File: config.mk
export PLATFORM = sky130hd
export DESIGN_NAME = multicycle_fsm
export DESIGN_NICKNAME = d
export VERILOG_FILES = /design/src/rtl/multicycle_fsm.sv
export SDC_FILE = /design/constraint.sdc
export NUM_CORES = 1
export LEC_CHECK = 0
export ABC_AREA = 1
export CAP_MARGIN = 25
export CELL_PAD_IN_SITES_DETAIL_PLACEMENT = 1
export CELL_PAD_IN_SITES_GLOBAL_PLACEMENT = 2
export CORE_MARGIN = 2
export CORE_UTILIZATION = 13
export CTS_BUF_LIST = sky130_fd_sc_hd__clkbuf_16
export CTS_CLUSTER_SIZE = 14
export DETAILED_ROUTE_END_ITERATION = 6
export PLACE_DENSITY = 0.76
export SYNTH_ARGS = -nofsm -noshare
export SYNTH_HDL_FRONTEND = slang
export SYNTH_SLANG_ARGS = --single-unit
File: constraint.sdc
create_clock -name clk -period 1.3 [get_ports clk]
set_clock_uncertainty 0.1 [all_clocks]
set_input_delay 0.195 -clock clk [delete_from_list [all_inputs] [get_ports clk]]
set_output_delay 0.195 -clock clk [all_outputs]
set_load 0.005 [all_outputs]
File: src/rtl/multicycle_fsm.sv
// Multicycle RISC-V style control FSM (Moore).
// Sequences fetch / decode / execute / memory / writeback for a datapath
// with one shared memory port. Optional macro BRANCH_FULL_EN widens the
// branch condition decode to the full set of compare conditions. Without it,
// only beq/bne are decoded.
// Handshake: mem_ready is a completion strobe from the memory. An access
// (fetch, load, store) is held with its controls stable every cycle until
// mem_ready=1 is seen. That cycle completes the access, and the FSM advances
// on the same edge.
module multicycle_fsm (
  input  logic       clk,
  input  logic       reset,
  input  logic [6:0] opcode,
  input  logic [2:0] funct3,
  input  logic       funct7b5,
  input  logic       N,
  input  logic       Z,
  input  logic       C,
  input  logic       V,
  input  logic       mem_ready,
  output logic       pc_wren,
  output logic       ir_wren,
  output logic       dmem_wren,
  output logic       regfile_wren,
  output logic       adr_sel,
  output logic [1:0] alu_asel,
  output logic [1:0] alu_bsel,
  output logic [1:0] result_sel,
  output logic [2:0] ximm_sel,
  output logic [1:0] ALU_op,
  output logic       illegal,
  output logic [3:0] dbg_state_o
);

  localparam logic [6:0] OP_LOAD  = 7'b0000011;
  localparam logic [6:0] OP_STORE = 7'b0100011;
  localparam logic [6:0] OP_R     = 7'b0110011;
  localparam logic [6:0] OP_I     = 7'b0010011;
  localparam logic [6:0] OP_BR    = 7'b1100011;
  localparam logic [6:0] OP_JAL   = 7'b1101111;
  localparam logic [6:0] OP_JALR  = 7'b1100111;
  localparam logic [6:0] OP_LUI   = 7'b0110111;
  localparam logic [6:0] OP_AUIPC = 7'b0010111;

  // Mux select encodings seen by the datapath.
  localparam logic [1:0] ASEL_PC    = 2'b00;
  localparam logic [1:0] ASEL_OLDPC = 2'b01;
  localparam logic [1:0] ASEL_RS1   = 2'b10;
  localparam logic [1:0] ASEL_ZERO  = 2'b11;
  localparam logic [1:0] BSEL_RS2   = 2'b00;
  localparam logic [1:0] BSEL_IMM   = 2'b01;
  localparam logic [1:0] BSEL_FOUR  = 2'b10;
  localparam logic [1:0] RES_ALUOUT = 2'b00;
  localparam logic [1:0] RES_MDR    = 2'b01;
  localparam logic [1:0] RES_LIVE   = 2'b10;
  localparam logic [2:0] IMM_I      = 3'd0;
  localparam logic [2:0] IMM_S      = 3'd1;
  localparam logic [2:0] IMM_B      = 3'd2;
  localparam logic [2:0] IMM_U      = 3'd4;
  localparam logic [1:0] ALU_ADD    = 2'b00;
  localparam logic [1:0] ALU_SUB    = 2'b01;
  localparam logic [1:0] ALU_FUNCT  = 2'b10;

  typedef enum logic [3:0] {
    S_FETCH    = 4'd0,
    S_DECODE   = 4'd1,
    S_MEMADR   = 4'd2,
    S_MEMREAD  = 4'd3,
    S_MEMWB    = 4'd4,
    S_MEMWRITE = 4'd5,
    S_EXECR    = 4'd6,
    S_EXECI    = 4'd7,
    S_ALUWB    = 4'd8,
    S_BRANCH   = 4'd9,
    S_JALR_ADR = 4'd10,
    S_JAL      = 4'd11,
    S_LUI      = 4'd12,
    S_AUIPC    = 4'd13,
    S_TRAP     = 4'd14
  } state_t;

  state_t state_q, state_d;

  // The IR is only stable after FETCH. Only DECODE, MEMADR and BRANCH
  // consume these classes or funct3.
  logic op_mem, op_store;
  logic br_taken;

  // Opcode classes used for dispatch and load/store selection.
  always_comb begin
    op_mem   = (opcode == OP_LOAD) || (opcode == OP_STORE);
    op_store = (opcode == OP_STORE);
  end

`ifdef BRANCH_FULL_EN
  // Branch condition from the compare flags (rs1 - rs2) for all branch types.
  always_comb begin
    br_taken = 1'b0;
    case (funct3)
      3'b000:  br_taken = Z;
      3'b001:  br_taken = !Z;
      3'b100:  br_taken = N ^ V;
      3'b101:  br_taken = !(N ^ V);
      3'b110:  br_taken = !C;
      3'b111:  br_taken = C;
      default: br_taken = 1'b0;
    endcase
  end

  // funct7b5 is routed to the datapath ALU decode, not used here.
  logic unused_inputs;
  assign unused_inputs = funct7b5;
`else
  // Reduced branch decode: only beq/bne. Every other funct3 is not taken.
  always_comb begin
    br_taken = 1'b0;
    if (funct3 == 3'b000) begin
      br_taken = Z;
    end else if (funct3 == 3'b001) begin
      br_taken = !Z;
    end
  end

  // N/C/V only matter for the full branch set. funct7b5 belongs to the
  // datapath.
  logic unused_inputs;
  assign unused_inputs = ^{funct7b5, N, C, V};
`endif

  // State register. Reset wins from any state, including waits and TRAP.
  always_ff @(posedge clk) begin
    if (reset) begin
      state_q <= S_FETCH;
    end else begin
      state_q <= state_d;
    end
  end

  // Next-state logic.
  always_comb begin
    state_d = state_q;
    case (state_q)
      S_FETCH: begin
        if (mem_ready) state_d = S_DECODE;
      end
      S_DECODE: begin
        if (op_mem)                    state_d = S_MEMADR;
        else if (opcode == OP_R)       state_d = S_EXECR;
        else if (opcode == OP_I)       state_d = S_EXECI;
        else if (opcode == OP_BR)      state_d = S_BRANCH;
        else if (opcode == OP_JAL)     state_d = S_JAL;
        else if (opcode == OP_JALR)    state_d = S_JALR_ADR;
        else if (opcode == OP_LUI)     state_d = S_LUI;
        else if (opcode == OP_AUIPC)   state_d = S_AUIPC;
        else                           state_d = S_TRAP;
      end
      S_MEMADR:   state_d = op_store ? S_MEMWRITE : S_MEMREAD;
      S_MEMREAD: begin
        if (mem_ready) state_d = S_MEMWB;
      end
      S_MEMWB:    state_d = S_FETCH;
      S_MEMWRITE: begin
        if (mem_ready) state_d = S_FETCH;
      end
      S_EXECR:    state_d = S_ALUWB;
      S_EXECI:    state_d = S_ALUWB;
      S_ALUWB:    state_d = S_FETCH;
      S_BRANCH:   state_d = S_FETCH;
      S_JALR_ADR: state_d = S_JAL;
      S_JAL:      state_d = S_ALUWB;
      S_LUI:      state_d = S_ALUWB;
      S_AUIPC:    state_d = S_ALUWB;
      S_TRAP:     state_d = S_TRAP;
      default:    state_d = S_FETCH;
    endcase
  end

  // Outputs. Each state lists only what it drives. Everything else is 0.
  // Reset masks every enable and illegal, so no stray writes occur.
  always_comb begin
    pc_wren      = 1'b0;
    ir_wren      = 1'b0;
    dmem_wren    = 1'b0;
    regfile_wren = 1'b0;
    adr_sel      = 1'b0;
    alu_asel     = ASEL_PC;
    alu_bsel     = BSEL_RS2;
    result_sel   = RES_ALUOUT;
    ximm_sel     = IMM_I;
    ALU_op       = ALU_ADD;
    illegal      = 1'b0;
    case (state_q)
      S_FETCH: begin
        // PC+4 computed live. PC and IR both latch when the fetch completes.
        alu_asel   = ASEL_PC;
        alu_bsel   = BSEL_FOUR;
        result_sel = RES_LIVE;
        ir_wren    = mem_ready;
        pc_wren    = mem_ready;
      end
      S_DECODE: begin
        // Speculatively compute oldPC + B-imm for a possible branch.
        alu_asel = ASEL_OLDPC;
        alu_bsel = BSEL_IMM;
        ximm_sel = IMM_B;
      end
      S_MEMADR: begin
        alu_asel = ASEL_RS1;
        alu_bsel = BSEL_IMM;
        ximm_sel = op_store ? IMM_S : IMM_I;
      end
      S_MEMREAD: begin
        adr_sel    = 1'b1;
        result_sel = RES_ALUOUT;
      end
      S_MEMWB: begin
        result_sel   = RES_MDR;
        regfile_wren = 1'b1;
      end
      S_MEMWRITE: begin
        adr_sel    = 1'b1;
        result_sel = RES_ALUOUT;
        dmem_wren  = 1'b1;
      end
      S_EXECR: begin
        alu_asel = ASEL_RS1;
        alu_bsel = BSEL_RS2;
        ALU_op   = ALU_FUNCT;
      end
      S_EXECI: begin
        alu_asel = ASEL_RS1;
        alu_bsel = BSEL_IMM;
        ximm_sel = IMM_I;
        ALU_op   = ALU_FUNCT;
      end
      S_ALUWB: begin
        result_sel   = RES_ALUOUT;
        regfile_wren = 1'b1;
      end
      S_BRANCH: begin
        // Compare rs1 - rs2. The target from DECODE sits in ALU-out.
        alu_asel   = ASEL_RS1;
        alu_bsel   = BSEL_RS2;
        ALU_op     = ALU_SUB;
        result_sel = RES_ALUOUT;
        pc_wren    = br_taken;
      end
      S_JALR_ADR: begin
        alu_asel = ASEL_RS1;
        alu_bsel = BSEL_IMM;
        ximm_sel = IMM_I;
      end
      S_JAL: begin
        // Jump to the target in ALU-out while computing the link oldPC+4.
        alu_asel   = ASEL_OLDPC;
        alu_bsel   = BSEL_FOUR;
        result_sel = RES_ALUOUT;
        pc_wren    = 1'b1;
      end
      S_LUI: begin
        alu_asel = ASEL_ZERO;
        alu_bsel = BSEL_IMM;
        ximm_sel = IMM_U;
      end
      S_AUIPC: begin
        alu_asel = ASEL_OLDPC;
        alu_bsel = BSEL_IMM;
        ximm_sel = IMM_U;
      end
      S_TRAP: begin
        illegal = 1'b1;
      end
      default: begin
        illegal = 1'b0;
      end
    endcase
    if (reset) begin
      pc_wren      = 1'b0;
      ir_wren      = 1'b0;
      dmem_wren    = 1'b0;
      regfile_wren = 1'b0;
      illegal      = 1'b0;
    end
  end

  assign dbg_state_o = state_q;

endmodule

== Word-level counts from Yosys, hierarchy flattened ==
Index checks and enable logic that the tools add are counted.

* Bits of input ports: 18
* Register bits after elaboration: 4
* Output and inout bits: 21
* Word-level logic and storage cells: 74

* Eq/ne operators: 27
* Multiplexer cells: 32
* Reduce and logical (&&, ||, !) cells: 14

{| class="wikitable"
|+ Operators with widths
! operator !! number
|-
| $pmux W4 S8 || 1
|-
| $eq A4 B4 Y1 const B || 7
|-
| $mux W4 || 6
|-
| $eq A7 B6 Y1 const B || 3
|-
| $eq A7 B7 Y1 const B || 3
|-
| $eq A4 B3 Y1 const B || 4
|-
| $eq A7 B5 Y1 const B || 2
|-
| $mux W1 || 13
|-
| $mux W3 || 4
|-
| $pmux W2 S2 || 3
|-
| $reduce_or A2 Y1 || 5
|-
| $reduce_or A5 Y1 || 2
|-
| $pmux W3 S3 || 1
|-
| $eq A4 B2 Y1 const B || 2
|-
| $eq A7 B2 Y1 const B || 1
|-
| $ne A2 B2 Y1 const B || 3
|-
| $pmux W2 S3 || 1
|-
| $reduce_or A6 Y1 || 1
|-
| $eq A4 B1 Y1 const B || 1
|-
| $logic_not A4 Y1 || 1
|-
| $mux W2 || 2
|-
| $eq A3 B1 Y1 const B || 1
|-
| $logic_not A3 Y1 || 1
|-
| $pmux W1 S3 || 1
|-
| 4 further kinds || 4
|}

== Depth between registers and ports, before layout ==
Gate-level depths: netlist (run 1).

* Word-level depth: 10
* Gate-level depth with buffers: 10
* Mapped depth without buffers: 10

== Worst setup path before layout (run 1) ==
No wires, ideal clock.

* Kind: register to output
* From: register state_q[0] (netlist: dbg_state_o[0])
* To: output port pc_wren
* Stages on the path, launching flop included: 7
* Arrival time: 1.079 ns
* Path buffers: 0
* Data required time: 1.005 ns
* Slack: -0.074 ns
* Cells stage by stage: dfxtp_1 inv_2 nor2_4 inv_2 nor2_1 nand3_1 a31oi_1

* Word-level cells in the longest chain between the ends: 3
* Elaborated cells between the ends (all ways): 5
* Those cells by class: eq/ne (2); mux (2); reduce/logical (1)

{| class="wikitable"
|+ RTL lines
! element !! RTL line !! text
|-
| start: declaration || 82 || <nowiki>state_t state_q, state_d;</nowiki>
|-
| start signal: assignment || 135 || <nowiki>state_q <= state_d;</nowiki>
|-
| $eq A4 B4 Y1 / $logic_not A4 Y1 (equally long branches) || 192 || <nowiki>case (state_q)</nowiki>
|-
| $pmux W1 S3 (*) || 192 ||
|-
| $mux W1 (*) || 277 || <nowiki>if (reset) begin</nowiki>
|-
| end: declaration || 21 || <nowiki>output logic pc_wren,</nowiki>
|}

Every way passes the cells marked *; elsewhere a longest branch is shown, timed or not.

== Worst setup path in the final report (run 1) ==
* From: register state_q[2] (netlist: dbg_state_o[2])
* To: output port alu_asel[1]

* Word-level cells in the longest chain between the ends: 3
* Elaborated cells between the ends (all ways): 12
* Those cells by class: eq/ne (9); mux (1); reduce/logical (2)

{| class="wikitable"
|+ RTL lines
! element !! RTL line !! text
|-
| $eq A4 B4 Y1, or another cell as far along || 192 ||
|-
| $reduce_or A5 Y1 (no line) / $reduce_or A3 Y1 (equally long branches) || - ||
|-
| $pmux W2 S3 (*) || 192 ||
|-
| end: declaration || 26 || <nowiki>output logic [1:0] alu_asel,</nowiki>
|}

Marked as above.

==> results of run 1 <==
==> critical path, delay by kind of cell (launching register included) <==
family / cells / cell delay, ps
flip-flops: 1 / 380
buffers and inverters: 4 / 380
AND/OR/NAND/NOR: 3 / 240
AO/OA/AOI/OAI: 1 / 100
==> Yosys cell counts <==
master,count
nor3_1,1
a21oi_2,1
a21oi_1,4
o21ai_1,1
o2111ai_1,1
nand4_1,3
a211oi_1,1
o211ai_1,2
buf_1,1
inv_1,16
nor2_8,1
nor4_1,1
nand3_1,9
nor2_1,27
inv_2,7
nor2_4,1
nand2_1,28
o21bai_1,1
dfxtp_1,4
nor2_2,1
a31oi_1,1
==> repair_timing <==
| action | 4_1_cts | 5_1_grt |
|---|---|---|
| cloned | 0 | 0 |
| buffers inserted | 14 | 5 |
| setup endpoints to repair | 25 | 22 |
| pin swaps | 18 | 15 |
| gates resized for setup | 142 | 27 |
==> per-stage QoR <==
stage | instances | power [µW] | utilization | hold WS [ps] | setup WS (ps)
final | 258 | 3140 | 0.397 | 528 | -329
after global routing | 258 | 3350 | 0.397 | 620 | -406
after CTS | 255 | 2920 | 0.373 | 560 | -305
after detailed placement | 238 | 1930 | 0.299 | 603 | -622
after global placement | 238 | 1890 | 0.299 | 592 | -599
after floorplan | 112 | 875 | - | 305 | -0.121
==> where the power goes <==
group	internal, µW	total (µW)	switching, µW
logic	1240	2330	1100
registers	195	307	112
clock network	394	494	100
total	1830	3140	1310
==> per-layer routing <==
| metal | GRT usage | vias to the layer above | part of all wire |
|---|---|---|---|
| li1 | - | 542 | - |
| met1 | 0.136 | 502 | 0.34 |
| met2 | 0.312 | 28 | 0.59 |
| met3 | 0.0216 | 7 | 0.037 |
| met4 | 0.0684 | 0 | 0.023 |
| met5 | 0 | - | 0 |
==> cell families after synthesis <==
logic type | Yosys count | share of synthesized area
DFF | 4 | 0.141
buffers and inverters | 24 | 0.159
and+or+nand+nor | 72 | 0.562
AOI/OAI and AO/OA | 12 | 0.139
==> area by class of cell <==
cell class	count	area [µm²]	share of cell area
clock buffers	3	75.1	0.0440
inverters	23	91.3	0.0535
multi-input cells	84	616	0.361
flip-flops and latches	4	95.1	0.0557
well taps	52	65.1	0.0381
repair buffers	92	764	0.448
==> worst max-delay path by stage <==
stage / from / slack, ps / endpoint / cells past startpoint
floorplan: dbg_state_o[0] / -0.1 / pc_wren / 6
global placement: opcode[3] / -600 / ximm_sel[0] / 5
detailed placement: opcode[5] / -620 / ximm_sel[0] / 6
CTS: dbg_state_o[0] / -310 / dbg_state_o[0] / 13
global route: dbg_state_o[2] / -410 / alu_asel[1] / 8
finish: dbg_state_o[2] / -330 / alu_asel[1] / 8
==> metrics.md, run 1 <==
| Metric | Value |
|---|---|
| Share of layout cells above drive strength 1 | `0.689` |
| Vias | `~1100` |
| # IOs | `39` |
| Clock sink count | `4` |
| Status | `complete, but fails checks` |
| Yosys reg bits | `4` |
| Mapped Area | `about 570 µm²` |
| Most used cell, CP | `nor2_4` |
| FF-to-FF setup slack | `-310 ps` |
| Period minus WS final | `1630 ps` |
| Fin area | `approximately 0.0017 mm²` |
| Setup TNS Final | `-5000 ps` |
| Synth top area share | `0.185` |
| Yosys warns | `0` |
| Largest cells by area after synthesis | `nand2_1 (19%), nor2_1 (18%), dfxtp_1 (14%)` |
| Hold buffer count at cts | `0` |
| Dpl hpwl | `approximately 2300 µm` |
| Arrival time worst endpoint | `roughly 1300 ps` |
| FMAX | `614 MHz` |
| Reg2Reg Capture Point | `dbg_state_o[0]` |
| Unique masters post-synth | `21` |
| Port Buf Inserts | `34` |
| Die Wd | `70.1 µm` |
| Sequential-to-total area share from yosys stat | `0.141` |
| Die area | `0.00491 mm²` |
| Hold Path Sink | `dbg_state_o[1]` |
| Area Growth Syn to Fin | `200%` |
| Worst r2r src | `dbg_state_o[2]` |
| Global Route Usage Sum | `0.149` |
| Final worst path period share | `1.25` |
| WL final | `about 3500 µm` |
| Largest net degree at the start of global routing | `7` |
| Leakage | `about 0.00087 µW` |
| CP required | `1000 ps` |
| Most frequent cells in the layout | `buf_4 (45), buf_6 (18), nand2_1 (15), inv_2 (13)` |
| Starting Density | `0.132` |
| Routed wire length per instance | `around 14 µm` |
| Hold path cells | `8` |
| Worst skew pair latency | `230 ps` |
| Top cell type by total area after synthesis | `nand2_1` |
| HP Class | `primary input to register` |
| Syn Area/Cell | `5.07 µm²` |
| First-pass GRT wire length | `around 5700 µm` |
| Final Worst Setup Slack | `-329 ps` |
| Number of remaining DRC errors | `0` |
| Pwr dens | `1840 mW/mm²` |
| DRT iter0 DRCs | `13` |
| RSZ-0062 raised after global routing | `true` |
| Final ANT Viol Nets | `0` |
| Core box area | `between 0.004 and 0.005 mm²` |
| TritonCTS buffer count | `3` |
| Antenna Diode Count | `0` |
| Max Root-Sink Buffers | `2` |
| Crit-path max FO | `4` |
| Die Span Y | `around 70 µm` |
| Htree depth | `1` |
| Failing checks | `negative setup slack` |
| Total grt overflow | `0` |
| Final hold viol count | `0` |
| Worst-Margin Slew | `~240 ps` |
| Worst r2r path cells | `12` |
| Clock root buffer | `clkbuf_16` |
| Fillers | `between 500 and 600` |
| CP endpoint kind | `output pin` |
| Post-synthesis cell count | `approximately 110` |
| CTS tree | `built` |
| Max-slew headroom | `0.840` |
| CP Cell Sequence | `inv_4 > nor2_4 > inv_2 > nor2_4 > buf_6 > nor2_4 > o211ai_1 > buf_2` |
| Placed Instance Area | `0.00128 mm²` |
| Critical path's slowest cell | `dfxtp_4` |
| Rows | `24` |
| # setup viols final | `21` |
| Max-cap violations | `0` |
| Worst-path clk slew | `about 30 ps` |
| Commonest non-fill, non-tap cell in the layout | `buf_4` |
| Antenna violations before repair | `0` |
| RePlAce Congestion | `approximately 0.78` |
| Syn nets | `130` |
| Maximum vdd drop | `~0.43 mV` |
| Drt first pass iters | `4` |
| CP Class | `register to output pin` |
| Vias in the first global route | `~1200` |
| Hold path startpoint | `opcode[4]` |
| Vias/cell | `approximately 4.2` |
| Max stage delay on crit path | `about 380 ps` |
| Max reg flops | `4` |
| Slew Viols, Final | `0` |
| Final net count | `between 200 and 250` |
| Startpoint types | `register` |
No activity file was read; power rests on OpenSTA's default activity.
==> run 2, diff against run 1 <==
ABC_CLOCK_PERIOD_IN_PS = 1300   (was unset)
CORE_MARGIN = unset   (was 2)
==> metrics.md, run 2 (synthesis gave the netlist of run 1 again) <==
| Metric | Value |
|---|---|
| Dpl hpwl | `about 2400 µm` |
| Setup WS pre-CTS | `-725 ps` |
| Antenna violations before repair | `0` |
| First-pass GRT wire length | `around 5500 µm` |
| Vias/cell | `approximately 4.3` |
| CP Class | `register to output pin` |
| Fillers | `just over 500` |
| Clock root buffer | `clkbuf_16` |
| Failing checks | `negative setup slack` |
| Seq. cell area | `roughly 95 µm²` |
| CTS tree | `built` |
| Most frequent cells in the layout | `buf_4 (37), buf_6 (32), nand2_1 (15), nor2_4 (14), buf_2 (11)` |
| Slew Viols, Final | `0` |
| Antenna Diode Count | `0` |
| Hold buffer count at cts | `0` |
| Period minus WS final | `approximately 1700 ps` |
| Final Worst Setup Slack | `-389 ps` |
| Maximum vdd drop | `~0.45 mV` |
| Largest net degree at the start of global routing | `7` |
| Max-slew headroom | `0.799` |
| Number of remaining DRC errors | `0` |
| Commonest non-fill, non-tap cell in the layout | `buf_4` |
| Share of layout cells above drive strength 1 | `0.713` |
| Status | `complete, but fails checks` |
| Total grt overflow | `0` |
| WL final | `between 3000 and 4000 µm` |
| Drt first pass iters | `4` |
| HP Class | `primary input to register` |
| Die Span Y | `roughly 70 µm` |
| Final hold viol count | `0` |
| RePlAce Congestion | `about 0.80` |
| RSZ-0062 raised after global routing | `true` |
| Placed insts | `between 200 and 250` |
| Routed wire length per instance | `around 15 µm` |
| Die area | `between 0.004 and 0.005 mm²` |
| Final ANT Viol Nets | `0` |
| Max reg flops | `4` |
| Die Wd | `between 60 and 70 µm` |
| CP endpoint kind | `output pin` |
| Arrival time worst endpoint | `around 1400 ps` |
| Vias in the first global route | `around 1200` |
| Non-filler instance count after layout | `approximately 260` |
| Area Growth Syn to Fin | `221%` |
| Vias | `roughly 1100` |
| Clock sink count | `4` |
| Worst-Margin Slew | `roughly 300 ps` |
| Final worst path period share | `1.30` |
| Worst-path clk slew | `approximately 30 ps` |
| Final net count | `229` |
| DRT iter0 DRCs | `15` |
| # setup viols final | `21` |
| TritonCTS buffer count | `3` |
| Setup TNS Final | `-5640 ps` |
| Max-cap violations | `0` |
| Multi-input logic area | `around 660 µm²` |
| CP required | `1000 ps` |
| Port Buf Inserts | `34` |
| Starting Density | `0.139` |
| Global Route Usage Sum | `0.168` |
| Rows | `23` |
| Worst skew pair latency | `230 ps` |
| Max Root-Sink Buffers | `2` |
| Crit-path max FO | `5` |
| Pwr dens | `1900 mW/mm²` |
| Htree depth | `1` |
| Leakage | `0.000894 µW` |
| Core box area | `around 0.0041 mm²` |
| FMAX | `between 500 and 600 MHz` |
| Startpoint types | `register` |
| # IOs | `39` |
## run 2: cell types whose count changed in the layout (fill, tap and decap cells not counted), moves of 2 or more
cell | previous run | this run
buf_6 | 18 | 32
inv_2 | 13 | 10
nor2_4 | 12 | 14
nor2_2 | 7 | 5
buf_4 | 45 | 37
inv_4 | 2 | 5
dlymetal6s2s_1 | 2 | 0
nand3_1 | 6 | 4
## run 2: worst max-delay path: stages (launching register included)
cell	delay (ps)
dfxtp_4	370
buf_6	130
nor2_4	140
inv_4	70
buf_6	110
a211oi_2	190
buf_2	150
## run 2: per-layer routing
metal,up-vias,part of all wire,track usage
met5,-,0,0
met4,0,0.045,0.133
met3,14,0.044,0.0167
met2,39,0.60,0.335
met1,519,0.32,0.151
li1,547,-,-
## run 2: layout make-up
cell class | instances | share of cell area
inverter | 23 | 0.0541
tap | 50 | 0.0343
sequential | 4 | 0.0521
timing repair buffer | 95 | 0.459
multi-input combinational | 84 | 0.359
clock buffer | 3 | 0.0411
## run 2: worst paths after layout
kind | slack [ps] | startpoint | cells after the start | to
worst max register to register | -340 | dbg_state_o[2] | 13 | dbg_state_o[0]
worst max-delay path | -390 | dbg_state_o[3] | 6 | regfile_wren
worst min-delay path | 560 | opcode[2] | 6 | dbg_state_o[1]
worst min register to register | 680 | dbg_state_o[0] | 5 | dbg_state_o[2]
## run 2: what timing repair did
item                                    4_1_cts  5_1_grt
setup buffers                                20        7
endpoints found under the setup margin       25       22
gates cloned                                  0        0
resized for setup                           154       40
endpoints found under the hold margin         0        0
pin swaps                                    25       26
## run 2: report_power, final
group / switching [µW] / total [µW] / internal, µW / leakage, µW
Sequential: 122 / 318 / 196 / 0.0000356
Clock: 98.7 / 493 / 394 / 0.0000370
Combinational: 1240 / 2660 / 1410 / 0.000821
## run 2: through the flow
stage                util  hold slack [ps]  cell area [µm²]  total power [µW]
CTS                 0.410              585             1670              3050
finish              0.447              564             1830              3470
global route        0.447              602             1830              3660
detailed placement  0.311              617             1270              1950
floorplan               -              305              573               875
global placement    0.311              595             1270              1900
